### config.mk
export PLATFORM = sky130hd
export DESIGN_NAME = cluster_periph_eoc_responder
export DESIGN_NICKNAME = d
export VERILOG_FILES = /design/src/rtl/cluster_periph_eoc_responder.sv
export SDC_FILE = /design/constraint.sdc
export NUM_CORES = 1
export LEC_CHECK = 0
export CAP_MARGIN = 20
export CORE_MARGIN = 1
export CORE_UTILIZATION = 45
export DETAILED_ROUTE_END_ITERATION = 7
export PLACE_DENSITY = 0.81
export SLEW_MARGIN = 10
export SYNTH_ARGS = -nofsm -noshare
export SYNTH_HDL_FRONTEND = slang
export SYNTH_SLANG_ARGS = --single-unit
### constraint.sdc
create_clock -name clk_i -period 4.5 [get_ports clk_i]
set_input_delay 0.45 -clock clk_i [delete_from_list [all_inputs] [get_ports clk_i]]
set_output_delay 0.45 -clock clk_i [all_outputs]
set_load 0.02 [all_outputs]
### src/rtl/cluster_periph_eoc_responder.sv
// rtl/cluster_periph_eoc_responder.sv - cluster peripheral EOC/fetch-enable/cycle-counter responder
// Optional macro EOC_CYCLE_STAMP_EN maps a CYCLE_CNT capture register (STAMP) at offset 0x14.
module cluster_periph_eoc_responder #(
    parameter int NB_CORES   = 8,
    parameter int ID_WIDTH   = 5,
    parameter int ADDR_WIDTH = 32
) (
    input  logic                  clk_i,
    input  logic                  rst_i,
    input  logic                  req_i,
    input  logic [ADDR_WIDTH-1:0] add_i,
    input  logic                  wen_i,
    input  logic [31:0]           wdata_i,
    input  logic [3:0]            be_i,
    input  logic [ID_WIDTH-1:0]   id_i,
    output logic                  gnt_o,
    output logic                  r_valid_o,
    output logic                  r_opc_o,
    output logic [ID_WIDTH-1:0]   r_id_o,
    output logic [31:0]           r_rdata_o,
    input  logic [NB_CORES-1:0]   eoc_i,
    output logic [NB_CORES-1:0]   fetch_en_o,
    output logic                  eoc_event_o
);
    localparam logic [2:0] OFF_FETCH_EN   = 3'd0;
    localparam logic [2:0] OFF_EOC_STATUS = 3'd1;
    localparam logic [2:0] OFF_EOC_MASK   = 3'd2;
    localparam logic [2:0] OFF_CYCLE_CNT  = 3'd3;
    localparam logic [2:0] OFF_CTRL       = 3'd4;
`ifdef EOC_CYCLE_STAMP_EN
    localparam logic [2:0] OFF_STAMP      = 3'd5;
    logic [31:0]         stamp;
`endif

    logic [NB_CORES-1:0] fetch_en;
    logic [NB_CORES-1:0] eoc_status;
    logic [NB_CORES-1:0] eoc_mask;
    logic [31:0]         cycle_cnt;
    logic                cnt_en;
    logic                masked_any;
    logic                masked_any_q;
    logic [2:0]          off;
    logic                wr;
    logic                cnt_clr;
    logic [31:0]         bit_en;
    logic [NB_CORES-1:0] core_wdata;
    logic [NB_CORES-1:0] core_bit_en;
    logic [31:0]         rdata;
    logic                err;
    logic                unused_addr;

    assign off         = add_i[4:2];
    assign wr          = req_i & ~wen_i;
    assign bit_en      = {{8{be_i[3]}}, {8{be_i[2]}}, {8{be_i[1]}}, {8{be_i[0]}}};
    assign core_wdata  = wdata_i[NB_CORES-1:0];
    assign core_bit_en = bit_en[NB_CORES-1:0];
    assign cnt_clr     = wr && (off == OFF_CTRL) && be_i[0] && wdata_i[1];
    assign masked_any  = |(eoc_status & eoc_mask);
    assign gnt_o       = req_i;
    assign fetch_en_o  = fetch_en;
    assign unused_addr = ^{add_i[ADDR_WIDTH-1:5], add_i[1:0]};

    // Read data reflects state before this cycle's write lands.
    always_comb begin
        rdata = '0;
        err   = 1'b0;
        case (off)
            OFF_FETCH_EN:   rdata = 32'(fetch_en);
            OFF_EOC_STATUS: rdata = 32'(eoc_status);
            OFF_EOC_MASK:   rdata = 32'(eoc_mask);
            OFF_CYCLE_CNT:  rdata = cycle_cnt;
            OFF_CTRL:       rdata = {31'd0, cnt_en};
`ifdef EOC_CYCLE_STAMP_EN
            OFF_STAMP:      rdata = stamp;
`endif
            default:        err = 1'b1;
        endcase
    end

    always_ff @(posedge clk_i) begin
        if (rst_i) begin
            r_valid_o    <= 1'b0;
            r_opc_o      <= 1'b0;
            r_id_o       <= '0;
            r_rdata_o    <= '0;
            fetch_en     <= '0;
            eoc_status   <= '0;
            eoc_mask     <= '0;
            cycle_cnt    <= '0;
            cnt_en       <= 1'b0;
            masked_any_q <= 1'b0;
            eoc_event_o  <= 1'b0;
`ifdef EOC_CYCLE_STAMP_EN
            stamp        <= '0;
`endif
        end else begin
            r_valid_o <= req_i;
            if (req_i) begin
                r_id_o    <= id_i;
                r_opc_o   <= err;
                r_rdata_o <= wen_i ? rdata : 32'd0;
            end
            if (wr && (off == OFF_FETCH_EN))
                fetch_en <= (fetch_en & ~core_bit_en) | (core_wdata & core_bit_en);
            if (wr && (off == OFF_EOC_MASK))
                eoc_mask <= (eoc_mask & ~core_bit_en) | (core_wdata & core_bit_en);
            // A new EOC on the same bit overrides a concurrent W1C.
            if (wr && (off == OFF_EOC_STATUS))
                eoc_status <= (eoc_status & ~(core_wdata & core_bit_en)) | eoc_i;
            else
                eoc_status <= eoc_status | eoc_i;
            if (cnt_clr)
                cycle_cnt <= '0;
            else if (wr && (off == OFF_CYCLE_CNT))
                cycle_cnt <= (cycle_cnt & ~bit_en) | (wdata_i & bit_en);
            else if (cnt_en)
                cycle_cnt <= cycle_cnt + 32'd1;
            if (wr && (off == OFF_CTRL) && be_i[0])
                cnt_en <= wdata_i[0];
            masked_any_q <= masked_any;
            eoc_event_o  <= masked_any & ~masked_any_q;
`ifdef EOC_CYCLE_STAMP_EN
            if (masked_any && !masked_any_q)
                stamp <= cycle_cnt;
`endif
        end
    end
endmodule
## After elaboration in Yosys (flattened, before gate mapping)

Cells that the tools add are included.

| storage, ports and cells | value |
|---|---|
| memories kept | 0 |
| bits in latches | 0 |
| flip-flop bits (word level) | 98 |
| output and inout bits | 49 |
| RAM bits | 0 |
| memory bits (read-only) | 0 |

| operators by class | value |
|---|---|
| divide/modulo/power cells | 0 |
| reductions and logical operators | 12 |
| bitwise operators | 19 |
| eq/ne operators | 4 |
| add/subtract/negate cells | 1 |
| $mul | 0 |
| multiplexer cells | 6 |
| shift operators | 0 |
| magnitude comparators | 0 |

Operator list:

| kind | count |
|---|---|
| $pmux W32 S5 | 1 |
| $mux W32 | 3 |
| $and A32 B32 Y32 | 2 |
| $and A8 B8 Y8 | 5 |
| $add A32 B1 Y32 const B | 1 |
| $not A32 Y32 | 1 |
| $or A32 B32 Y32 | 1 |
| $or A8 B8 Y8 | 4 |
| $not A8 Y8 | 2 |
| $mux W8 | 1 |
| $reduce_or A8 Y1 | 1 |
| $logic_and A1 B1 Y1 | 7 |
| $eq A3 B2 Y1 const B | 2 |
| $reduce_or A5 Y1 | 1 |
| $eq A3 B1 Y1 const B | 1 |
| $eq A3 B3 Y1 const B | 1 |
| $logic_not A3 Y1 | 1 |
| $and A1 B1 Y1 | 2 |
| $not A1 Y1 | 2 |
| $reduce_bool A2 Y1 | 1 |
| $reduce_or A2 Y1 | 1 |
| $mux W1 | 1 |

## Depth between registers and ports, before layout

Gate-level depths: netlist of run 1.

| logic depth | value |
|---|---|
| depth in word-level cells | 6 |
| gate-level depth with buffers | 8 |
| mapped depth without buffers | 6 |

## Worst setup path before layout of run 1

OpenSTA, ideal clock, no wires.

| timing | value |
|---|---|
| path kind | input to register |
| start point | in add_i[3] |
| end point | reg with a tool-made name |
| buffers on the path | 1 |
| arrival | 1.755 ns |
| setup time | 0.115 ns |
| cell stages on the path | 6 |
| setup slack | 2.630 ns |
| path through | buf_2 -> nand4b_1 -> o21ai_2 -> or4_4 -> and3_1 -> o21a_1 |

RTL lines:

| what | line | RTL |
|---|---|---|
| start: declaration | 11 | `input logic [ADDR_WIDTH-1:0] add_i,` |

==> results.py, run 1 <==
metrics = {
    "setup_path": {
        "worst-r2r-setup-slack_ns": 2.34,
        "cp_max_fo": 17,
        "worstSetupEndpointType": "flip-flop",
        "critPathLaunchType": "input pin",
        "cpPeakStageDelay_ns": 0.60,
        "cp_slowest_cell": "o21ai_2",
        "path_class": "in -> reg",
        "worstPathArrival_ns": 2.79,
        "cp-startpoint": "add_i[2]",
        "reg2reg_depth": 6,
        "crit_chain": "clkdlybuf4s50_1, buf_4, nand4b_1, o21ai_2, nor2_1, a311o_1, o2111a_1",
        "cp_num_buf_inv": 2,
        "crit_family": "compound AO/OA/AOI/OAI gates",
        "required_ns": 4.76,
    },
    "timing": {
        "worst_pin_slew_ns": 0.931,
        "fin_crit_ns": 2.53,
        "fin_ws_ns": 1.97,
        "hold_slack_ns": 0.414,
        "rsz0062_at_grt": "false",
        "fmax_mhz": 396,
        "fin_tns_setup_ns": 0,
        "slew_violations": 0,
        "min_period_over_period_pct": 56.1,
        "relSlewSlack_pct": 37.9,
        "finalSetupViolations": 0,
        "finalHoldViolations": 0,
        "finalClockSkew_ns": 0.0101,
    },
    "detailed_routing": {
        "vias": 4454,
        "drt_pass1_iterations": 5,
        "wirelength_um": 12200,
        "routed_via_density": 5.78,
        "drt_iter0_drc": 408,
        "wl_per_cell_um": 15.8,
        "drc": 0,
        "antenna_left": 0,
    },
    "global_route": {
        "grt_max_degree": 68,
        "grt_busiest_layer": "met2",
        "grt_pass1_vias": 4194,
        "grt_use_met2_pct": 38.7,
        "overflow": 0,
        "grt_first_pass_wirelength_um": 19900,
        "antenna_found_initial": 0,
        "grtUsageMet1_pct": 32.4,
        "use_met3_pct": 3.16,
        "grt_util_all_layers_pct": 23.9,
    },
    "floorplanning": {
        "num_rows": 36,
        "io_pins": 134,
        "die_y_um": 103,
        "dieArea_um2": 10700,
        "start_util_pct": 46.8,
        "chipWidth_um": 103,
        "coreArea_um2": 9860,
    },
    "place": {
        "placed_area_um2": 5700,
        "place_ws_ns": 1.65,
        "dp_cells": 757,
        "post-dp-hpwl_um": 8540,
        "port_buffers": 104,
        "globalplace.congestion": 0.895,
    },
    "cells_and_area": {
        "nFillCells": 843,
        "area_delta_synth_final_pct": 27.0,
        "stdcell_count": 771,
        "layout_commonest_cell": "clkdlybuf4s50_1",
        "fin_nets": 721,
        "drive_gt1_share_pct": 6.74,
        "final_area_um2": 5870,
        "antennaDiodeCount": 0,
        "layout_common_cells": "clkdlybuf4s50_1, dfxtp_1, nor2_1, a21oi_1, nand2_1",
    },
    "yosys": {
        "yosysSeqAreaShare_pct": 42.5,
        "yosysUniqueCellTypes": 59,
        "synth_area_um2": 4620,
        "synthFlopType": "dfxtp_1",
        "yosysWarnings": 0,
        "yosys_register_bits": 98,
        "synth_edf_count": 0,
        "syn_inst": 552,
        "syn_avg_cell_area_um2": 8.37,
        "synth-async-reset-ratio_pct": 0,
        "syn_nets": 638,
    },
    "cts": {
        "cts_setup_buffers": 0,
        "cts_tree": "done",
        "cts_buffers": 9,
        "clk_latency_ns": 0.37,
        "clk_path_buf_depth": 2,
        "clk_pin_slew_ns": 0.09,
        "cts_max_level": 3,
        "cts_resized": 0,
        "cts-root-buf": "clkbuf_8",
        "cts_sinks": 98,
        "ctsHoldBuffers": 0,
    },
    "power": {
        "power_density_nw_per_um2": 266,
        "ir_drop_uv": 133,
        "leakagePower_nw": 2.07,
    },
    "worst_hold_path": {
        "min_path_cells": 1,
        "min_path_type": "reg -> reg",
        "whs_endpoint": "eoc_event_o",
        "holdCritStartpoint": "masked_any_q",
    },
    "status": {
        "outcome": "complete, no violations",
    },
    "flow_run": {
        "maxCapViolations": 0,
    },
}
-- final cells by class --
class / instances / area (um^2) / area share [%]
Timing Repair Buffer: 111 / 1080 / 18.5
Multi-Input combinational cell: 409 / 2470 / 42.0
Clock inverter: 4 / 30.0 / 0.512
Clock buffer: 10 / 138 / 2.34
Sequential cell: 98 / 1960 / 33.4
Inverter: 6 / 22.5 / 0.384
Tap cell: 133 / 166 / 2.84
-- synth_stat cells (2+ instances only) --
| master | instances | area [um^2] |
|---|---|---|
| a31oi_1 | 3 | 18.8 |
| nand4_1 | 8 | 50.1 |
| nand2b_1 | 2 | 12.5 |
| a21o_1 | 2 | 15.0 |
| nand2_1 | 40 | 150 |
| nor4_1 | 5 | 31.3 |
| xor2_1 | 2 | 17.5 |
| a22oi_1 | 5 | 37.5 |
| o22ai_1 | 3 | 18.8 |
| buf_4 | 2 | 15.0 |
| buf_2 | 10 | 50.1 |
| nor2_1 | 72 | 270 |
| buf_1 | 4 | 15.0 |
| nor2b_1 | 34 | 213 |
| nor3_1 | 19 | 95.1 |
| a21oi_1 | 60 | 300 |
| a41oi_1 | 3 | 26.3 |
| mux2i_1 | 13 | 130 |
| mux2_2 | 3 | 33.8 |
| and4_1 | 2 | 17.5 |
| nand3b_1 | 2 | 15.0 |
| a311o_1 | 2 | 20.0 |
| xnor2_1 | 3 | 26.3 |
| o211ai_1 | 2 | 15.0 |
| mux4_2 | 7 | 158 |
| dfxtp_1 | 98 | 1960 |
| inv_1 | 5 | 18.8 |
| or4_4 | 2 | 22.5 |
| o21a_1 | 4 | 30.0 |
| clkbuf_2 | 2 | 10.0 |
| and3_1 | 15 | 93.8 |
| o21ai_0 | 26 | 130 |
| a311oi_1 | 7 | 61.3 |
| and2_1 | 9 | 56.3 |
| clkbuf_1 | 20 | 75.1 |
| nand3_1 | 22 | 110 |
| a211oi_1 | 9 | 67.6 |
| nor3b_1 | 4 | 30.0 |
-- report_power, final --
part / total [W] / switching, W / internal (W) / leakage (nW)
logic: 0.000154 / 0.0000756 / 0.0000785 / 1.19
clock network: 0.000512 / 0.000301 / 0.000211 / 0.0842
registers: 0.000894 / 0.0000129 / 0.000881 / 0.794
total: 0.00156 / 0.000389 / 0.00117 / 2.07
-- worst max path at each step --
stage                         end  slack [ns]  cells past startpoint
finish                  flip-flop        1.97                      7
global route        r_rdata_o[20]        1.81                      6
CTS                 r_rdata_o[22]        2.02                      6
detailed placement  r_rdata_o[30]        1.65                      6
global placement        flip-flop        1.65                      7
floorplan               flip-flop        2.63                      6
-- kinds of logic (layout without fill, tap and decap cells) --
logic type / count (synthesis) / in the layout / share of synthesized area, %
simple gates: 245 / 245 / 27.1
compound gates: 135 / 135 / 18.0
xor+xnor: 5 / 5 / 0.948
fa+ha+maj: 1 / 1 / 0.271
mux: 23 / 23 / 6.96
buf+inv: 45 / 131 / 4.31
flops: 98 / 98 / 42.5
-- through the flow --
| step | total power [W] | utilization (%) |
|---|---|---|
| after floorplan | 0.000983 | - |
| after global placement | 0.00106 | 57.8 |
| after detailed placement | 0.00107 | 57.8 |
| after CTS | 0.00157 | 59.5 |
| after global routing | 0.00162 | 59.5 |
| final | 0.00156 | 59.5 |
-- layer usage --
metal | up-vias | share of wire [%]
met3 | 22 | 6.3
met2 | 176 | 48
met1 | 2118 | 44
met5 | - | 0
li1 | 2138 | -
met4 | 0 | 2.1
(Power assumes the default switching activity.)
==> run 2, diff against run 1 <==
--- a/config.mk
+++ b/config.mk
@@ -7,7 +7,7 @@
 export LEC_CHECK = 0
 export CAP_MARGIN = 20
 export CORE_MARGIN = 1
-export CORE_UTILIZATION = 45
+export CORE_UTILIZATION = 43
 export DETAILED_ROUTE_END_ITERATION = 7
 export PLACE_DENSITY = 0.81
 export SLEW_MARGIN = 10
==> constraint.sdc (replaced) <==
create_clock -name clk_i -period 2.1 [get_ports clk_i]
set_input_delay 0.21 -clock clk_i [delete_from_list [all_inputs] [get_ports clk_i]]
set_output_delay 0.21 -clock clk_i [all_outputs]
set_load 0.02 [all_outputs]
==> run 2 against run 1 <==
Final cell count grew 4.3%. Register-to-register slack worse by 2.2 ns. Global-route usage shrank 1.1 points.
==> results.py, run 2 (synthesized netlist as in run 1, its figures left out) <==
metrics = {
    "timing": {
        "worst_pin_slew_ns": 0.677,
        "fin_ws_ns": 0.188,
        "finalHoldViolations": 0,
        "fmax_mhz": 523,
        "fin_crit_ns": 1.91,
        "relSlewSlack_pct": 54.9,
        "min_period_over_period_pct": 91.0,
        "finalClockSkew_ns": 0.0171,
        "fin_tns_setup_ns": 0,
        "rsz0062_at_grt": "false",
        "finalSetupViolations": 0,
        "slew_violations": 0,
    },
    "flow_run": {
        "maxCapViolations": 0,
    },
    "cts": {
        "cts_buffers": 9,
        "cts_sinks": 98,
        "clk_pin_slew_ns": 0.11,
        "cts_max_level": 3,
        "clk_latency_ns": 0.38,
        "cts_resized": 0,
        "ctsHoldBuffers": 0,
        "clk_path_buf_depth": 2,
        "cts_setup_buffers": 0,
        "cts-root-buf": "clkbuf_8",
        "cts_tree": "done",
    },
    "setup_path": {
        "crit_chain": "nand3_2, or2_0, nor4_2, a311oi_1, nor3_1",
        "crit_family": "simple AND/OR/NAND/NOR gates",
        "cpPeakStageDelay_ns": 0.53,
        "cp_max_fo": 6,
        "required_ns": 2.40,
        "critPathLaunchType": "flip-flop",
        "worstPathArrival_ns": 2.21,
        "worstSetupEndpointType": "flip-flop",
        "cp_num_buf_inv": 0,
        "path_class": "reg -> reg",
        "cp_slowest_cell": "nor4_2",
    },
    "cells_and_area": {
        "stdcell_count": 804,
        "fin_nets": 749,
        "area_delta_synth_final_pct": 32.5,
        "final_area_um2": 6120,
        "seq_area_um2": 1960,
        "nFillCells": 924,
        "multi_input_area_um2": 2470,
        "post-route-util_pct": 59.0,
        "layout_commonest_cell": "clkdlybuf4s50_1",
        "drive_gt1_share_pct": 10.9,
        "layout_common_cells": "clkdlybuf4s50_1, dfxtp_1, nor2_1, a21oi_1, nand2_1",
        "antennaDiodeCount": 0,
    },
    "power": {
        "leakagePower_nw": 2.21,
        "ir_drop_uv": 344,
        "power_density_nw_per_um2": 575,
    },
    "global_route": {
        "antenna_found_initial": 0,
        "grt_util_all_layers_pct": 22.9,
        "grt_pass1_vias": 4335,
        "overflow": 0,
        "grt_first_pass_wirelength_um": 20800,
        "grt_max_degree": 67,
    },
    "detailed_routing": {
        "routed_via_density": 5.60,
        "drt_pass1_iterations": 6,
        "wl_per_cell_um": 15.6,
        "antenna_left": 0,
        "drt_iter0_drc": 293,
        "vias": 4499,
        "drc": 0,
        "wirelength_um": 12600,
    },
    "floorplanning": {
        "start_util_pct": 44.6,
        "dieArea_um2": 11200,
        "num_rows": 37,
        "chipWidth_um": 106,
        "io_pins": 134,
        "coreArea_um2": 10400,
        "die_y_um": 106,
    },
    "worst_hold_path": {
        "min_path_type": "in -> reg",
    },
    "status": {
        "outcome": "complete, no violations",
    },
    "place": {
        "dp_cells": 788,
        "place_ws_ns": -0.0922,
        "globalplace.congestion": 0.840,
        "port_buffers": 104,
        "post-dp-hpwl_um": 9390,
        "placed_area_um2": 5910,
    },
}
## run 2: cell type report
class / count / share of cell area, %
Multi-Input combinational cell: 409 / 40.3
Sequential cell: 98 / 32.0
Timing Repair Buffer: 139 / 21.2
Tap cell: 136 / 2.78
Clock buffer: 9 / 2.02
Clock inverter: 7 / 1.27
Inverter: 6 / 0.368
## run 2: worst min-delay path, stage by stage
cell	delay [ns]
buf_2	0.10
a41oi_1	0.06
buf_4	0.17
o21a_1	0.11
## run 2: layer usage
metal | track usage [%] | wire length [um]
met1 | 29.1 | 5440
met2 | 39.1 | 6110
met3 | 4.14 | 783
met4 | 7.24 | 217
met5 | 0 | 0
## run 2: stage by stage
stage | hold slack (ns) | total power [W]
after floorplan | 0.290 | 0.00211
after global placement | 0.372 | 0.00230
after detailed placement | 0.374 | 0.00231
after CTS | 0.329 | 0.00354
after global routing | 0.325 | 0.00364
final | 0.332 | 0.00352
## run 2: worst paths after layout
path         slack (ns)    startpoint  cells past startpoint           to
max                0.19     flip-flop                      5    flip-flop
min                0.33         rst_i                      4    flip-flop
max reg2reg        0.19     flip-flop                      5    flip-flop
min reg2reg        0.39  masked_any_q                      1  eoc_event_o
## run 2: report_power, final
group	total, W	internal, W	switching (W)
clock	0.00126	0.000561	0.000696
sequential	0.00192	0.00189	0.0000273
combinational	0.000350	0.000184	0.000166
total	0.00352	0.00263	0.000890
